===== config.mk =====
export PLATFORM = sky130hd
export DESIGN_NAME = rv_seq_ctrl_flat
export DESIGN_NICKNAME = d
export VERILOG_FILES = /design/src/rtl/rv_seq_ctrl_pkg.sv /design/src/rtl/rv_seq_ctrl_if.sv /design/src/rtl/rv_seq_ctrl_wait_timer.sv /design/src/rtl/rv_seq_ctrl.sv /design/src/flat_wrapper.sv
export SDC_FILE = /design/constraint.sdc
export NUM_CORES = 1
export LEC_CHECK = 0
export ABC_AREA = 1
export CELL_PAD_IN_SITES_DETAIL_PLACEMENT = 1
export CELL_PAD_IN_SITES_GLOBAL_PLACEMENT = 1
export CORE_MARGIN = 5
export CORE_UTILIZATION = 38
export DETAILED_ROUTE_END_ITERATION = 6
export PLACE_DENSITY = 0.81
export REMOVE_ABC_BUFFERS = 1
export SLEW_MARGIN = 5
export SYNTH_ARGS = -nofsm -noshare
export SYNTH_HDL_FRONTEND = slang
export SYNTH_SLANG_ARGS = --single-unit
export TNS_END_PERCENT = 50

===== constraint.sdc =====
create_clock -name clk -period 4.46 [get_ports clk]
set_clock_uncertainty 0.2 [all_clocks]
set_input_delay 0.892 -clock clk [delete_from_list [all_inputs] [get_ports clk]]
set_output_delay 0.892 -clock clk [all_outputs]
set_load 0.01 [all_outputs]

===== src/rtl/rv_seq_ctrl_pkg.sv =====
// Shared definitions for the RV multi-cycle sequencer: state codes and legal opcodes.
package rv_seq_ctrl_pkg;

  typedef enum logic [2:0] {
    S_IDLE   = 3'd0,
    S_FETCH  = 3'd1,
    S_DECODE = 3'd2,
    S_EXEC   = 3'd3,
    S_MEM    = 3'd4,
    S_WB     = 3'd5,
    S_HALT   = 3'd6
  } state_t;

  localparam logic [6:0] OP_R      = 7'b0110011;
  localparam logic [6:0] OP_IMM    = 7'b0010011;
  localparam logic [6:0] OP_LOAD   = 7'b0000011;
  localparam logic [6:0] OP_STORE  = 7'b0100011;
  localparam logic [6:0] OP_BRANCH = 7'b1100011;

  function automatic logic op_legal(input logic [6:0] op);
    return op inside {OP_R, OP_IMM, OP_LOAD, OP_STORE, OP_BRANCH};
  endfunction

endpackage


===== src/rtl/rv_seq_ctrl_if.sv =====
// Instruction/data memory handshake bundle between the sequencer and the memories.
interface rv_seq_ctrl_if;
  logic imem_req_o;
  logic imem_ready_i;
  logic ir_load_o;
  logic dmem_rd_o;
  logic dmem_wr_o;
  logic dmem_ready_i;

  modport master (
    output imem_req_o, ir_load_o, dmem_rd_o, dmem_wr_o,
    input  imem_ready_i, dmem_ready_i
  );

  modport slave (
    input  imem_req_o, ir_load_o, dmem_rd_o, dmem_wr_o,
    output imem_ready_i, dmem_ready_i
  );
endinterface


===== src/rtl/rv_seq_ctrl_wait_timer.sv =====
// Clear/enable wait counter; tc flags the last permitted wait cycle and the count holds there.
module rv_seq_ctrl_wait_timer #(
  parameter int LIMIT = 16,
  localparam int W = (LIMIT > 1) ? $clog2(LIMIT) : 1
) (
  input  logic clk,
  input  logic rstn,
  input  logic clr,
  input  logic en,
  output logic tc
);

  logic [W-1:0] cnt;

  always_ff @(posedge clk or negedge rstn) begin
    if (!rstn) begin
      cnt <= '0;
    end else if (clr) begin
      cnt <= '0;
    end else if (en && !tc) begin
      cnt <= cnt + 1'b1;
    end
  end

  assign tc = (cnt == W'(LIMIT - 1));

endmodule


===== src/rtl/rv_seq_ctrl.sv =====
// Multi-cycle instruction sequencer: steps FETCH/DECODE/EXEC/MEM/WB, gates datapath
// strobes from the current state, and traps illegal opcodes and data-memory timeouts.
module rv_seq_ctrl
  import rv_seq_ctrl_pkg::*;
#(
  parameter int MEM_TIMEOUT = 16,
  parameter int CNT_W       = 32
) (
  input  logic             clk,
  input  logic             rstn,
  input  logic             run_i,
  input  logic             halt_req_i,
  input  logic             resume_i,
  rv_seq_ctrl_if.master    bus,
  input  logic [6:0]       opcode_i,
  input  logic             reg_write_i,
  input  logic             mem_read_i,
  input  logic             mem_write_i,
  output logic             rf_wr_en_o,
  output logic             pc_load_o,
  output logic [2:0]       state_o,
  output logic             illegal_o,
  output logic             bus_err_o,
  output logic [CNT_W-1:0] retired_o
);

  state_t state;
  logic   tmr_tc;

  // Timer restarts from zero on every entry into MEM because it is held clear elsewhere.
  rv_seq_ctrl_wait_timer #(.LIMIT(MEM_TIMEOUT)) u_timer (
    .clk  (clk),
    .rstn (rstn),
    .clr  (state != S_MEM),
    .en   (state == S_MEM),
    .tc   (tmr_tc)
  );

  always_ff @(posedge clk or negedge rstn) begin
    if (!rstn) begin
      state     <= S_IDLE;
      illegal_o <= 1'b0;
      bus_err_o <= 1'b0;
      retired_o <= '0;
    end else begin
      case (state)
        S_IDLE:   if (run_i) state <= S_FETCH;
        S_FETCH:  if (bus.imem_ready_i) state <= S_DECODE;
        S_DECODE: begin
          if (op_legal(opcode_i)) begin
            state <= S_EXEC;
          end else begin
            illegal_o <= 1'b1;
            state     <= S_HALT;
          end
        end
        S_EXEC:   state <= (mem_read_i || mem_write_i) ? S_MEM : S_WB;
        S_MEM: begin
          // A ready arriving on the terminal cycle still completes the access.
          if (bus.dmem_ready_i) begin
            state <= S_WB;
          end else if (tmr_tc) begin
            bus_err_o <= 1'b1;
            state     <= S_HALT;
          end
        end
        S_WB: begin
          retired_o <= retired_o + 1'b1;
          if (halt_req_i)  state <= S_HALT;
          else if (!run_i) state <= S_IDLE;
          else             state <= S_FETCH;
        end
        S_HALT: begin
          if (resume_i && !illegal_o && !bus_err_o && !halt_req_i) state <= S_FETCH;
        end
        default:  state <= S_IDLE;
      endcase
    end
  end

  // Strobes respond combinationally in the same cycle; read wins if rv_ctrl ever raises both.
  assign bus.imem_req_o = (state == S_FETCH);
  assign bus.ir_load_o  = (state == S_FETCH) && bus.imem_ready_i;
  assign bus.dmem_rd_o  = (state == S_MEM) && mem_read_i;
  assign bus.dmem_wr_o  = (state == S_MEM) && mem_write_i && !mem_read_i;
  assign rf_wr_en_o     = (state == S_WB) && reg_write_i;
  assign pc_load_o      = (state == S_WB);
  assign state_o        = state;

endmodule

===== src/flat_wrapper.sv =====
// flat-port wrapper written by rule: the top's interface ports become plain ports
module rv_seq_ctrl_flat import rv_seq_ctrl_pkg::*;
#(
  parameter int MEM_TIMEOUT = 16,
  parameter int CNT_W       = 32
)
  (clk, rstn, run_i, halt_req_i, resume_i, opcode_i, reg_write_i, mem_read_i, mem_write_i, rf_wr_en_o, pc_load_o, state_o, illegal_o, bus_err_o, retired_o, bus_imem_req_o, bus_ir_load_o, bus_dmem_rd_o, bus_dmem_wr_o, bus_imem_ready_i, bus_dmem_ready_i);
  rv_seq_ctrl_if bus_i ();
  input  logic clk;
  input  logic rstn;
  input  logic run_i;
  input  logic halt_req_i;
  input  logic resume_i;
  input  logic [6:0] opcode_i;
  input  logic reg_write_i;
  input  logic mem_read_i;
  input  logic mem_write_i;
  output logic rf_wr_en_o;
  output logic pc_load_o;
  output logic [2:0] state_o;
  output logic illegal_o;
  output logic bus_err_o;
  output logic [CNT_W-1:0] retired_o;
  output wire logic [$bits(bus_i.imem_req_o)-1:0] bus_imem_req_o;
  output wire logic [$bits(bus_i.ir_load_o)-1:0] bus_ir_load_o;
  output wire logic [$bits(bus_i.dmem_rd_o)-1:0] bus_dmem_rd_o;
  output wire logic [$bits(bus_i.dmem_wr_o)-1:0] bus_dmem_wr_o;
  input wire logic [$bits(bus_i.imem_ready_i)-1:0] bus_imem_ready_i;
  input wire logic [$bits(bus_i.dmem_ready_i)-1:0] bus_dmem_ready_i;
  assign bus_imem_req_o = bus_i.imem_req_o;
  assign bus_ir_load_o = bus_i.ir_load_o;
  assign bus_dmem_rd_o = bus_i.dmem_rd_o;
  assign bus_dmem_wr_o = bus_i.dmem_wr_o;
  assign bus_i.imem_ready_i = bus_imem_ready_i;
  assign bus_i.dmem_ready_i = bus_dmem_ready_i;
  rv_seq_ctrl #(.MEM_TIMEOUT(MEM_TIMEOUT), .CNT_W(CNT_W)) u_core (.clk(clk), .rstn(rstn), .run_i(run_i), .halt_req_i(halt_req_i), .resume_i(resume_i), .bus(bus_i), .opcode_i(opcode_i), .reg_write_i(reg_write_i), .mem_read_i(mem_read_i), .mem_write_i(mem_write_i), .rf_wr_en_o(rf_wr_en_o), .pc_load_o(pc_load_o), .state_o(state_o), .illegal_o(illegal_o), .bus_err_o(bus_err_o), .retired_o(retired_o));
endmodule

[Word level (Yosys, flattened, before mapping)]
Index checks and enable logic that the tools add are counted.
Widths: inputs -> output; s select.
Cells by class
  $add $sub $neg: 2
  equality and inequality tests: 17
  mux-type cells: 12
  bitwise logic cells: 2
  reduce and logical (&&, ||, !) cells: 21
Operator list (count)
  $add 32x1->32 const B: 1
  $mux 3: 7
  $pmux 3 s7: 1
  $eq 7x6->1 const B: 2
  $eq 3x3->1 const B: 3
  $logic_and 1x1->1: 9
  $mux 4: 2
  $eq 7x2->1 const B: 1
  $eq 7x5->1 const B: 1
  $eq 7x7->1 const B: 1
  $eq 3x2->1 const B: 2
  $logic_not 1->1: 5
  $reduce_bool 5->1: 1
  $add 4x1->4 const B: 1
  $eq 4x4->1 const B: 1
  $ne 2x1->1 const B: 2
  $reduce_and 4->1: 1
  $eq 3x1->1 const B: 1
  $logic_not 3->1: 1
  $ne 3x2->1 const B: 1
  $ne 3x3->1 const B: 1
  $reduce_and 3->1: 1
  $mux 1: 2
  $ne 2x2->1 const B: 1
  other kinds (4): 5
Word-level totals
  bits in registers: 41
  input bits: 17
  output and inout bits: 43
  logic and storage cells: 59

[Depth between registers and ports, before layout]
Gate-level depths: netlist of the first run.
  depth after elaboration: 6
  depth in mapped cells: 10
  gate-level depth less buffers: 10

[Modules after synthesis]
From an unflattened synthesis of the first run, not the netlist that was laid out.
Second synthesis, totals
  cells, all modules: 329
  area, all modules: 2367.3 um^2
By module, submodules not included
  rv_seq_ctrl: times used 1, cells an instance 300, area an instance 2142.1 um^2, sequential area each 925.9 um^2
  rv_seq_ctrl_wait_timer: times used 1, cells an instance 29, area an instance 225.2 um^2, sequential area each 100.1 um^2

[Least setup slack after synthesis of the first run]
Ideal clock, no wire load.
  path type: input to output
  start: input mem_write_i
  end: output bus_dmem_wr_o
  arrival: 1.231 ns
  required time: 3.368 ns
  path slack: 2.137 ns
  cell stages on the path: 2
  path buffers: 0
  path through: inv_1 > nor3_1
On the way
  cells in the longest elaborated chain, start to end: 2
RTL lines
  start: declaration: RTL line flat_wrapper.sv:17  | input logic mem_write_i;
  $logic_and 1x1->1 (2 in series): RTL line rv_seq_ctrl.sv:85  | assign bus.dmem_wr_o = (state == S_MEM) && mem_write_i && !mem_read_i;
  end: declaration: RTL line flat_wrapper.sv:27  | output wire logic [$bits(bus_i.dmem_wr_o)-1:0] bus_dmem_wr_o;
No other way between the ends.

[Worst setup path after layout of the first run]
Ends and elaborated chain as after synthesis.

==> results.txt, run 1 <==
The core region is 0.005991 mm2. The die footprint is 0.007949 mm2. The synthesized area divided by synthesized cell count came out at 7.937 um2. The quantity of gates resized following cts came out at 0. The post-route total power is 1.063 mW.

The final number of max-transition violations came out at 0. The total clock sinks came out at 41. The largest net degree at the start of global routing is 42. The worst hold-check slack is 287.5 ps.

The final weighted congestion in routability-driven placement is 0.8251. Among all stages on the critical path, the largest delay is contributed by sky130_fd_sc_hd__clkdlybuf4s50_1. The cell at the root of the clock tree is sky130_fd_sc_hd__clkbuf_8. For hold timing, the worst endpoint is u_core.illegal_o. After detailed routing, the number of remaining DRC violations is 0.

The number of cells on the worst reg-to-reg path is 7. VDD sags by at most 0.2715 mV. The worst slew margin relative to its limit is 37.50%. The power per unit of standard cell area came out at 335.7 mW/mm2.

The nature of the critical path endpoint is an output port. In this run the horizontal extent of the chip is 89.16 um. The count of synthesis-stage warnings from yosys came out at 0. The post-CTS setup repair buffer count is 0. The fraction of final layout cells sized beyond drive strength 1 came out at 7.650%. The most numerous cell type found on the critical path is sky130_fd_sc_hd__clkdlybuf4s50_1. In this run, the number of DRC markers left after iteration 0 of detailed routing was 81.

The endpoint required time on the critical path is 3370 ps. After synthesis, the netlist uses 29 different library cells. The number of top-level pins came out at 60.

The antenna cell count is 0. The floorplan row count is 28. The area growth from synthesis to layout is 32.95%. The count of endpoints failing hold in the final timing report came out at 0. The worst setup timing slack at the placement stage is 1212 ps. Leaving out fill and tap cells, the most frequent cell in the layout is sky130_fd_sc_hd__nand2_1. The worst hold path was traced through 2 stages. After synthesis the cells add up to 0.002381 mm2. By startpoint and endpoint, the worst setup path is classified as in -> out.

The clock transition at the registers of the reported paths is 80 ps. The detailed-route vias per instance came out at 4.893. TritonCTS built the clock tree. The effective utilization at floorplan came out at 39.75%.

After legalization and detailed placement, the total HPWL measured 5.144 mm. The number of CTS-inserted buffers came out at 5. Sequential cells were found to cover 43.09% of the synthesized design area. The later pin in the worst-skew pair is clocked with a latency of 300 ps. The count of nets left with antenna violations after detail routing came out at 0. The minimum clock period after layout came out at 3236 ps. Data arrives at the worst endpoint at 2140 ps. The peak clock frequency supported by timing is 309.0 MHz. The global-route wire length before repair is 10.85 mm. The via count of the routed design is 2158.

In this run the critical register-to-register path is launched from u_core.state_o[2]. The via count of the first global-routing pass came to 2254. Summed over all layers, the global routing overflow is 0.

The cell count after synthesis came out at 300. Walking the worst path, the cells encountered are clkdlybuf4s50_1 -> inv_1 -> nor3_1 -> clkdlybuf4s50_1. Buffers inserted to repair hold after CTS numbered 0. The biggest area contributor in the post-synthesis netlist is sky130_fd_sc_hd__dfrtp_1. The setup check on the worst reg-to-reg path leaves a slack of 2700 ps. The post-synthesis sequential element count came out at 41.

The setup slack of the critical path after layout came out at 1224 ps. The final routed wirelength across all metal layers is 6.418 mm. The die height came out at 89.16 um. The net total in the final layout is 384.

The leakage power of the design is 1.515 nW. The share of the synthesized area in the top cell type is 43.09%. Setup repair after global routing left no endpoint under its margin.

The number of max-cap violations came out at 0. The startpoint of the most critical hold path is u_core.illegal_o. The cell family contributing the most delay on the critical path is buffers and inverters. The run finished with clean final reports. The pin slew with the least headroom to its limit is 937.5 ps.

The initial antenna violation count came out at 0. The deepest clock path buffer count came out at 2. The port buffer count came out at 59. Global routing used 17.64% of the available tracks across all layers. After synthesis, the cell types taking the most area are sky130_fd_sc_hd__dfrtp_1 (43%), sky130_fd_sc_hd__nand2_1 (14%), sky130_fd_sc_hd__inv_1 (6.1%). The top cell types in the final layout, fill and taps aside, are sky130_fd_sc_hd__nand2_1 (88), sky130_fd_sc_hd__clkdlybuf4s50_1 (58), sky130_fd_sc_hd__dfrtp_1 (41). The endpoint of the lowest-slack register-to-register path is u_core.retired_o[27]. The deepest level of the CTS H-tree came out at 2.

For this run, the detailed router's first-pass iteration total came to 4. The count of buffer and inverter cells on the critical path is 3. The routed wirelength normalized by instance count came out at 14.55 um. In this run the worst path has a maximum fanout of 2. The setup TNS came out at 0 ps.

The classification of the worst-slack hold path is reg -> reg. The part of the cycle the worst path needs came out at 72.56%. The final setup violation count came out at 0. The worst stage delay on the critical path is 570 ps. The worst setup path is launched from a primary input.
[cells by family after synthesis]
| logic type | synth area share [%] |
|---|---|
| DFF | 43.09 |
| xor gates and xnor gates | 8.460 |
| adders and majority gates | 1.051 |
| and+or+nand+nor | 38.57 |
| buffers and inverters | 7.041 |
| AOI/OAI and AO/OA | 1.787 |
[area by class of cell]
| cell class | count | area (um2) |
|---|---|---|
| fill | 744 | 2825 |
| inverter | 41 | 156.4 |
| clock buffer | 7 | 86.33 |
| sequential | 41 | 1026 |
| multi-input combinational | 217 | 1187 |
| tap | 75 | 93.84 |
| timing repair buffer | 59 | 585.6 |
| clock inverter | 1 | 30.03 |
[worst max-delay path by stage]
stage           startpoint  cells after the start       endpoint
2_1_floorplan  mem_write_i                      2  bus_dmem_wr_o
3_3_place_gp   mem_write_i                      4  bus_dmem_wr_o
3_5_place_dp   mem_write_i                      4  bus_dmem_wr_o
4_1_cts        mem_write_i                      4  bus_dmem_wr_o
5_1_grt        mem_write_i                      4  bus_dmem_wr_o
6_report       mem_write_i                      4  bus_dmem_wr_o
[power by group]
part	internal, mW	switching, mW	leakage (nW)
sequential	0.404	0.0500	0.554
clock	0.183	0.135	0.0585
combinational	0.134	0.157	0.903
total	0.721	0.342	1.52
[synthesized netlist by cell type (all sizes together)]
library cell	instances
o2111ai	1
xnor2	11
dfrtp	41
buf	1
nand2	92
o21ai	4
inv	41
nand3b	7
ha	2
xor2	12
nor2	45
a22o	1
and2	1
nand4	10
nor3	9
nand3	21
a21oi	1
[flip-flops by register name, summed over array words and instances (netlist names)]
name                count
u_core.bus_err_o        1
u_core.illegal_o        1
u_core.retired_o       32
u_core.state_o          3
u_core.u_timer.cnt      4
[worst reg2reg max path, delay by kind of cell (launching register included)]
family	cells	cell delay, ps
buf+inv	1	160
simple gates	6	730
flops	1	570
[through the flow]
| step | cells | area, um2 | utilization (%) |
|---|---|---|---|
| after floorplan | 299 | 2370 | - |
| after global placement | 433 | 3049 | 50.90 |
| after detailed placement | 433 | 3049 | 50.90 |
| after CTS | 441 | 3166 | 52.84 |
| after global routing | 441 | 3166 | 52.84 |
| final | 441 | 3166 | 52.84 |
[metal layers]
layer / global-route usage, % / part of all wire [%]
met1: 21.89 / 44
met2: 31.28 / 52
met3: 3.502 / 3.8
met4: 4.465 / 0.95
met5: 0 / 0
(Power assumes the default switching activity.)
==> inputs of run 2 (changes only) <==
CORE_UTILIZATION = 36   (was 38)
PLACE_DENSITY = 0.78   (was 0.81)
clock period = 3.3 ns   (was 4.46 ns; I/O delays follow)
==> run 2 against run 1 <==
Routed wire length is 2.5% lower. Die area is 4.9% higher. Non-clock buffer count stayed put. Register-to-register slack worse by 1200 ps. First-iteration DRC count is 46% lower.
==> results.txt, run 2 (synthesized netlist as in run 1, its figures left out) <==
The leakage power of the design is 1.511 nW (was 1.515 nW). The largest net degree at the start of global routing is 42 (unchanged). The most frequent standard cell in the layout excluding fill and tap cells was sky130_fd_sc_hd__nand2_1 (unchanged). The area used by sequential logic in the layout came out at 0.001026 mm2 (unchanged). The setup TNS came out at 0 ps (unchanged). The flip-flop count of the largest register, all copies and words added is 32 (unchanged). The number of hold-repair buffers added at the cts stage came to 0 (unchanged). The worst hold-check slack was 302.1 ps (was 287.5 ps). The total clock sinks came out at 41 (unchanged). The insertion delay to the later sink of the worst-skew pair came out at 290 ps (was 300 ps). The nature of the critical path endpoint is an output port (unchanged). The cell-internal power came out at 946.9 uW (was 720.7 uW). The final weighted congestion in routability-driven placement came out at 0.8601 (was 0.8251).

The via count of the routed design is 2159 (was 2158). The routed wirelength normalized by instance count is 14.16 um (was 14.55 um). The die footprint is 0.008340 mm2 (was 0.007949 mm2). The part of the cycle the worst path needs is 84.19%. The endpoint of the lowest-slack register-to-register path was u_core.retired_o[24] (was u_core.retired_o[27]). RSZ-0062 raised after global routing: no (unchanged). The number of remaining DRC errors came out at 0 (unchanged). The overall track demand over capacity in global routing is 15.57% (was 17.64%).

The total of fill cells in the finished design is 784 (was 744). The classification of the worst-slack hold path is in -> async (was reg -> reg). The iteration-0 DRC count of the detailed router came to 44 (was 81). The deepest clock path buffer count is 2 (unchanged). The antenna cell count came out at 0 (unchanged).

The launching point of the worst reg2reg path is u_core.state_o[2] (unchanged). The clock transition at the registers of the reported paths came out at 80 ps (about the same). The maximum vdd ir drop is 0.2985 mV (was 0.2715 mV). The setup slack of the critical path after layout came out at 521.6 ps (was 1224 ps). The clock tree from TritonCTS is done (unchanged). The final core utilization is 49.41% (was 52.84%). Outcome: finished, final reports clean (unchanged).

The combinational share of power is 28.1% (was 27.4%). The number of top-level pins came out at 60 (unchanged). The category of the most critical setup path was in -> out (unchanged).

The proportion of total power due to net switching is 32.23% (was 32.18%). The sort of element at the start of the critical path was a primary input (unchanged). The port buffer count is 59 (unchanged). The net total in the final layout came to 384 (unchanged). The area taken by multi-input logic gates came out at 0.001187 mm2 (unchanged).

The endpoint required time on the critical path came out at 2440 ps (was 3370 ps). Leading cell types in the layout, fill and taps excluded: sky130_fd_sc_hd__nand2_1 (88), sky130_fd_sc_hd__clkdlybuf4s50_1 (58), sky130_fd_sc_hd__dfrtp_1 (41) (unchanged). The final setup violation count came to 0 (unchanged). The count of nets left with antenna violations after detail routing is 0 (unchanged). The register with the highest flop count is u_core.retired_o (unchanged). The die width is 91.33 um (was 89.16 um). The biggest fanout along the worst timing path came out at 2 (unchanged).

The final routed wirelength across all metal layers came to 6.257 mm (was 6.418 mm). The total congestion overflow after global routing is 0 (unchanged). The post-synthesis to final-layout area growth is 32.53% (was 32.95%). The post-CTS setup repair buffer count is 0 (unchanged). The cell at the root of the clock tree is sky130_fd_sc_hd__clkbuf_8 (unchanged). The peak clock frequency supported by timing is 359.9 MHz.

The deepest level of the CTS H-tree is 2 (unchanged). The post-route total power came out at 1.397 mW (was 1.063 mW). The global-route wire length before repair came out at 10.67 mm (was 10.85 mm). The minimum clock period after layout came out at 2778 ps. The floorplan core area came out at 0.006386 mm2 (was 0.005991 mm2).

The clock network power share is 28.0% (was 29.9%). The final number of max-transition violations came out at 0 (unchanged). The fraction of final layout cells sized beyond drive strength 1 was 7.671% (was 7.650%). The worst slew margin relative to its limit was 38.45% (was 37.50%).

The half-perimeter wire length after detailed placement is 5.080 mm (was 5.144 mm). The number of max-cap violations is 0 (unchanged). The detailed-route vias per instance is 4.885 (was 4.893). The number of cells on the worst reg-to-reg path is 7 (unchanged). The data arrival time of the critical path came out at 1920 ps (was 2140 ps).

The pin slew with the least headroom to its limit came out at 923.2 ps (was 937.5 ps). The die height came out at 91.33 um (was 89.16 um). The net switching power came out at 450.3 uW (was 342.0 uW). The power per unit of standard cell area is 442.8 mW/mm2 (was 335.7 mW/mm2).

The register-to-register setup slack is 1470 ps (was 2700 ps). The via count of the first global-routing pass came to 2321 (was 2254). The number of CTS-inserted buffers came out at 5 (unchanged). The initial antenna violation count came out at 0 (unchanged). The number of optimization iterations in the first detailed-route pass came to 4 (unchanged). The count of endpoints failing hold in the final timing report came out at 0 (unchanged).

The worst setup timing slack at the placement stage was 494.1 ps (was 1212 ps). The effective utilization at floorplan came to 37.28% (was 39.75%). The relative contribution of sequential cells to total power is 43.9% (was 42.7%). The floorplan row count came out at 29 (was 28).

The quantity of gates resized following cts came to 0 (unchanged).
-- run 2: cell count changes in the layout (fill, tap and decap cells not counted), sizes merged --
| cell | before | now |
|---|---|---|
| clkbuf | 7 | 5 |
| clkinv | 0 | 1 |
-- run 2: power groups by stage --
stage / Clock [mW] / Combinational, mW / Sequential, mW
after floorplan: 0 / 0.195 / 0.628
after global placement: 0 / 0.388 / 0.619
after detailed placement: 0 / 0.398 / 0.623
after CTS: 0.406 / 0.402 / 0.613
after global routing: 0.423 / 0.442 / 0.623
final: 0.392 / 0.393 / 0.613
-- run 2: routing by layer --
metal	routed length, um	share of wire [%]	up-vias	track usage [%]
li1	-	-	1063	-
met1	2692	43	1050	18.55
met2	3182	51	39	27.94
met3	315	5.0	7	3.636
met4	68	1.1	0	4.156
met5	0	0	-	0
-- run 2: area by class of cell --
class,instances,area share [%]
multi-input combinational,217,37.63
inverter,41,4.956
sequential,41,32.51
clock inverter,2,1.110
clock buffer,5,2.181
timing repair buffer,59,18.56
tap,77,3.053
-- run 2: critical path, stage by stage --
cell and delay [ps]:
sky130_fd_sc_hd__clkdlybuf4s50_1 450, sky130_fd_sc_hd__inv_1 50, sky130_fd_sc_hd__nor3_1 190, sky130_fd_sc_hd__clkdlybuf4s50_1 570
-- run 2: worst max-delay path by stage --
stage	from	cells past startpoint	slack, ps	end
2_1_floorplan	u_core.state_o[1]	5	1340	bus_ir_load_o
3_3_place_gp	mem_write_i	4	550	bus_dmem_wr_o
3_5_place_dp	mem_write_i	4	490	bus_dmem_wr_o
4_1_cts	mem_write_i	4	490	bus_dmem_wr_o
5_1_grt	u_core.state_o[2]	3	430	bus_dmem_wr_o
6_report	mem_write_i	4	520	bus_dmem_wr_o
-- run 2: metrics by stage --
step                instance area [um2]  instances
floorplan                          2370        299
global placement                   3052        435
detailed placement                 3052        435
CTS                                3156        442
global route                       3156        442
finish                             3156        442
